==> src/rtl/maze_move_arbiter.sv <==
// Round-robin move-query arbiter: per granted ghost, reads the four neighbour tiles from a
// synchronous maze ROM and reports passability. Define GHOST_DOOR_EN to let ghosts pass doors going UP.
module maze_move_arbiter #(
  parameter int MAZE_W     = 28,
  parameter int MAZE_H     = 36,
  parameter int TUNNEL_ROW = 19
) (
  input  logic        clk,
  input  logic        reset,
  input  logic [3:0]  req,
  input  logic [23:0] ghostX,
  input  logic [23:0] ghostY,
  output logic [3:0]  ack,
  output logic [15:0] canMove,
  output logic [9:0]  mazeAddr,
  input  logic [1:0]  mazeData
);

  typedef enum logic [1:0] {StIdle, StLook, StDrain, StResp} state_e;

  state_e      state_q, state_d;
  logic [1:0]  cnt_q, cnt_d;
  logic [1:0]  gnt_q, gnt_d;
  logic [1:0]  ptr_q, ptr_d;
  logic [5:0]  x_q, x_d, y_q, y_d;
  logic [2:0]  wall_q, wall_d, door_q, door_d;
  logic [3:0]  oob_q, oob_d;
  logic [3:0]  ack_q, ack_d;
  logic [15:0] can_q, can_d;
  logic [9:0]  addr_q, addr_d;

  logic [3:0]  req_m;
  logic        found;
  logic [1:0]  sel, idx;
  logic [3:0]  wall_v, door_v, pass;
  logic [10:0] nb;

  // Returns {out_of_bounds, tile address}; out-of-bounds neighbours read address 0.
  function automatic logic [10:0] nb_addr(input logic [5:0] x, input logic [5:0] y,
                                          input logic [1:0] d);
    int   nx;
    int   ny;
    logic oob;
    nx = int'(x);
    ny = int'(y);
    case (d)
      2'd0:    ny = ny - 1;
      2'd1:    nx = nx + 1;
      2'd2:    ny = ny + 1;
      default: nx = nx - 1;
    endcase
    if (ny == TUNNEL_ROW) begin
      if (nx < 0) nx = MAZE_W - 1;
      else if (nx == MAZE_W) nx = 0;
    end
    oob = (nx < 0) || (nx >= MAZE_W) || (ny < 0) || (ny >= MAZE_H);
    return {oob, oob ? 10'd0 : 10'(ny * MAZE_W + nx)};
  endfunction

  // The ghost being acked this cycle is masked so it cannot win the back-to-back grant.
  always_comb begin
    req_m = (state_q == StResp) ? (req & ~ack_q) : req;
    found = 1'b0;
    sel   = ptr_q;
    idx   = ptr_q;
    for (int i = 0; i < 4; i++) begin
      idx = ptr_q + 2'(i);
      if (!found && req_m[idx]) begin
        found = 1'b1;
        sel   = idx;
      end
    end
  end

  // LEFT data arrives in DRAIN and is used straight off the ROM bus.
  always_comb begin
    wall_v = {mazeData[0], wall_q};
    door_v = {mazeData[1], door_q};
    pass   = '0;
    for (int d = 0; d < 4; d++) begin
`ifdef GHOST_DOOR_EN
      pass[d] = !oob_q[d] && !wall_v[d] && (!door_v[d] || (d == 0));
`else
      pass[d] = !oob_q[d] && !wall_v[d] && !door_v[d];
`endif
    end
  end

  always_comb begin
    state_d = state_q;
    cnt_d   = cnt_q;
    gnt_d   = gnt_q;
    ptr_d   = ptr_q;
    x_d     = x_q;
    y_d     = y_q;
    wall_d  = wall_q;
    door_d  = door_q;
    oob_d   = oob_q;
    ack_d   = '0;
    can_d   = can_q;
    addr_d  = addr_q;
    nb      = '0;

    case (state_q)
      StLook: begin
        if (cnt_q != 2'd0) begin
          wall_d[cnt_q - 2'd1] = mazeData[0];
          door_d[cnt_q - 2'd1] = mazeData[1];
        end
        if (cnt_q == 2'd3) begin
          state_d = StDrain;
        end else begin
          cnt_d        = cnt_q + 2'd1;
          nb           = nb_addr(x_q, y_q, cnt_d);
          addr_d       = nb[9:0];
          oob_d[cnt_d] = nb[10];
        end
      end
      StDrain: begin
        state_d            = StResp;
        ack_d              = 4'b0001 << gnt_q;
        can_d[4*gnt_q +: 4] = pass;
      end
      default: ;
    endcase

    if ((state_q == StIdle || state_q == StResp) && found) begin
      state_d = StLook;
      cnt_d   = 2'd0;
      gnt_d   = sel;
      ptr_d   = sel + 2'd1;
      x_d     = ghostX[6*sel +: 6];
      y_d     = ghostY[6*sel +: 6];
      nb      = nb_addr(x_d, y_d, 2'd0);
      addr_d  = nb[9:0];
      oob_d   = {3'b000, nb[10]};
    end else if (state_q == StResp) begin
      state_d = StIdle;
    end
  end

  always_ff @(posedge clk) begin
    if (reset) begin
      state_q <= StIdle;
      cnt_q   <= '0;
      gnt_q   <= '0;
      ptr_q   <= '0;
      x_q     <= '0;
      y_q     <= '0;
      wall_q  <= '0;
      door_q  <= '0;
      oob_q   <= '0;
      ack_q   <= '0;
      can_q   <= '0;
      addr_q  <= '0;
    end else begin
      state_q <= state_d;
      cnt_q   <= cnt_d;
      gnt_q   <= gnt_d;
      ptr_q   <= ptr_d;
      x_q     <= x_d;
      y_q     <= y_d;
      wall_q  <= wall_d;
      door_q  <= door_d;
      oob_q   <= oob_d;
      ack_q   <= ack_d;
      can_q   <= can_d;
      addr_q  <= addr_d;
    end
  end

  assign ack      = ack_q;
  assign canMove  = can_q;
  assign mazeAddr = addr_q;

endmodule
==> config.mk <==
export PLATFORM = sky130hd
export DESIGN_NAME = maze_move_arbiter
export DESIGN_NICKNAME = d
export VERILOG_FILES = /design/src/rtl/maze_move_arbiter.sv
export SDC_FILE = /design/constraint.sdc
export NUM_CORES = 1
export LEC_CHECK = 0
export ABC_AREA = 1
export CAP_MARGIN = 20
export CORE_UTILIZATION = 56
export DETAILED_ROUTE_END_ITERATION = 12
export PLACE_DENSITY = 0.85
export SLEW_MARGIN = 20
export SYNTH_ARGS = -nofsm -noshare
export SYNTH_HDL_FRONTEND = slang
export SYNTH_SLANG_ARGS = --single-unit
==> constraint.sdc <==
create_clock -name clk -period 6.1 [get_ports clk]
set_input_delay 0.61 -clock clk [delete_from_list [all_inputs] [get_ports clk]]
set_output_delay 0.61 -clock clk [all_outputs]
set_load 0.05 [all_outputs]
==> run metrics <==
I/O pins=86; Clk Latency, worst-skew pair=0.35 ns; initial antenna violation count=0; setup TNS after final layout=0 ns; Max clock buf depth=2; Initial Utilization=0.5771; Max Cap Violations=0; Worst Hold Path EP=door_q[2]; Worst-path clk slew=0.07 ns; core area=around 0.0098 mm2; Max Fanout on Critical Path=22; cell count after placement=1040; endpoints failing setup=0; largest cells by area after synthesis=dfxtp_1 (21%), ha_1 (14%), nand2_1 (13%); Num CTS Buffers=9; P&R area growth vs syn=19.96%; reg-to-reg critical path endpoint=mazeAddr[9]; Starting DRT DRC Count=roughly 300; fin nets=1051; Die W=just over 100 um; Yosys top cell by area=dfxtp_1; crit path time final=5.667 ns; worst hold path cell count=2; std cell rows=36; Gates resized, CTS repair=0; CTS root buf=clkbuf_8; Final Hold Viols=0; total die area=0.01048 mm2; crit share post-route=0.9290; Rel. slew slack=0.5178; vias in the first global route=between 5000 and 6000; via count=around 5600; Setup crit start kind=flip-flop; Max Slew Vio Count=0; ANT nets after route=0; routed len/inst=~13 um; Finished Layout Cells=between 1000 and 1500; worst reg2reg setup slack=roughly 0.43 ns; hold_ws=roughly 0.45 ns; top_reg_cell synth=dfxtp_1; layout cells sized above 1=0.06392; DRC viols=0; status=finished, final reports clean; post-CTS setup buffer count=0; number of flops mapped to enable cells by yosys=0; synth warn=0; Max Freq=between 0.15 and 0.2 GHz; vias per cell=5.340; total wire length=14010 um; Worst path max stage delay=between 0.5 and 0.6 ns; worst reg2reg path depth=31; DP Wirelength=~11000 um; largest net degree at the start of global routing=23; distinct cell type count after synthesis=47; Post-Synthesis Cell Area=between 0.005 and 0.006 mm2; first-pass GRT wire length=23210 um; syn nets=between 900 and 1000; CP required=6.37 ns; post-synthesis cell count=roughly 840; synthesized flop and latch total=60; asr flop ratio synth=0; Seq/Total Area, Yosys=0.2130; # clock sinks=60; GP Congestion=between 0.9 and 1; most frequent cells in the layout=nand2_1 (198), inv_1 (128), clkdlybuf4s50_1 (85); I/O Buffers=between 80 and 90; die height=~100 um; Setup CP Type=flip-flop to flip-flop; FF-to-FF Start=state_q[0]; Clock Skews=0.009825 ns; Worst Tran Pin Value=approximately 0.72 ns; CTS tree=built; top-area cell type share of the netlist area=0.2130; DRT Pass-1 Iters=5; total grt overflow=0; WP data arrival=around 5.9 ns; HP Class=flip-flop to flip-flop; GRT Util Overall=0.2790; HP Start=door_q[2]; Hold Buf Count CTS=0; Crit. End Element=flip-flop; syn_area_per_cell=slightly below 7 um2; commonest non-fill, non-tap cell in the layout=nand2_1; CP max stage cell=fa_1; RSZ-0062 raised after global routing=no; H-tree depth=3; ant diodes=0
==> stage by stage <==
| stage | setup WS [ns] | cell area (um2) | utilization |
|---|---|---|---|
| floorplan | 0.6438 | 5640 | - |
| global placement | 0.2991 | 6569 | 0.6720 |
| detailed placement | 0.09252 | 6569 | 0.6720 |
| CTS | 0.3100 | 6760 | 0.6916 |
| global route | 0.002963 | 6766 | 0.6923 |
| finish | 0.4329 | 6766 | 0.6923 |
==> sequential cells by signal, summed over array words and instances (netlist names) <==
register	count
canMove	16
mazeAddr	10
x_q	6
y_q	6
ack	4
oob_q	4
door_q	3
wall_q	3
cnt_q	2
gnt_q	2
ptr_q	2
state_q	2
==> kinds of logic (layout without fill, tap and decap cells) <==
logic type / Yosys count / count (layout) / share of synthesized area
AO/OA/AOI/OAI: 142 / 142 / 0.1460
buffers and inverters: 159 / 244 / 0.1156
AND/OR/NAND/NOR: 373 / 373 / 0.2968
adder cells (fa/ha/maj): 77 / 77 / 0.1868
XOR/XNOR: 27 / 27 / 0.04193
flip-flops: 60 / 60 / 0.2130
==> synthesized netlist by cell type (4+ instances only) <==
cell type and count:
a211oi_1 6, a21oi_1 48, a22oi_1 8, a32oi_1 5, buf_6 4, clkbuf_1 13, dfxtp_1 60, fa_1 12
ha_1 65, inv_1 128, inv_2 5, nand2_1 198, nand2_2 15, nand3_1 55, nand3_2 4, nand4_1 11
nor2_1 60, nor3_1 13, o211ai_1 7, o21ai_0 42, o22ai_1 13, xnor2_1 8, xor2_1 19
==> per-layer routing <==
metal  global-route usage  wire [um]  vias up
met3              0.04925        700       15
li1                     -          -     2880
met5                    0          0        -
met4              0.07692        157        0
met2               0.4899       6775      174
met1               0.3503       6372     2570
==> layout make-up <==
type                            count  area [um2]
Multi-Input combinational cell    619        3794
Clock buffer                       10       127.6
Sequential cell                    60        1201
Inverter                          138       525.5
Timing Repair Buffer               90       888.4
Tap cell                          133       166.4
Clock inverter                      6       63.81
Fill cell                         835        3008
==> worst max-delay path, delay by kind of cell (launching register included) <==
kind / cells / cell delay (ns)
AOI/OAI and AO/OA: 2 / 0.32
xor gates and xnor gates: 1 / 0.29
adders and majority gates: 6 / 2.05
buffers and inverters: 6 / 0.64
DFF: 1 / 0.40
and+or+nand+nor: 16 / 1.90
==> worst max path at each step <==
stage,cells past startpoint,to,from
3_5_place_dp,30,mazeAddr[9],req[0]
3_3_place_gp,29,mazeAddr[7],req[0]
5_1_grt,31,mazeAddr[9],state_q[0]
6_report,31,mazeAddr[9],state_q[0]
4_1_cts,31,mazeAddr[9],state_q[0]
2_1_floorplan,29,mazeAddr[7],ack[1]
Power is left out: the tool's default activity adds up to more than one toggle a clock period on the data nets, which glitch-free logic cannot reach.
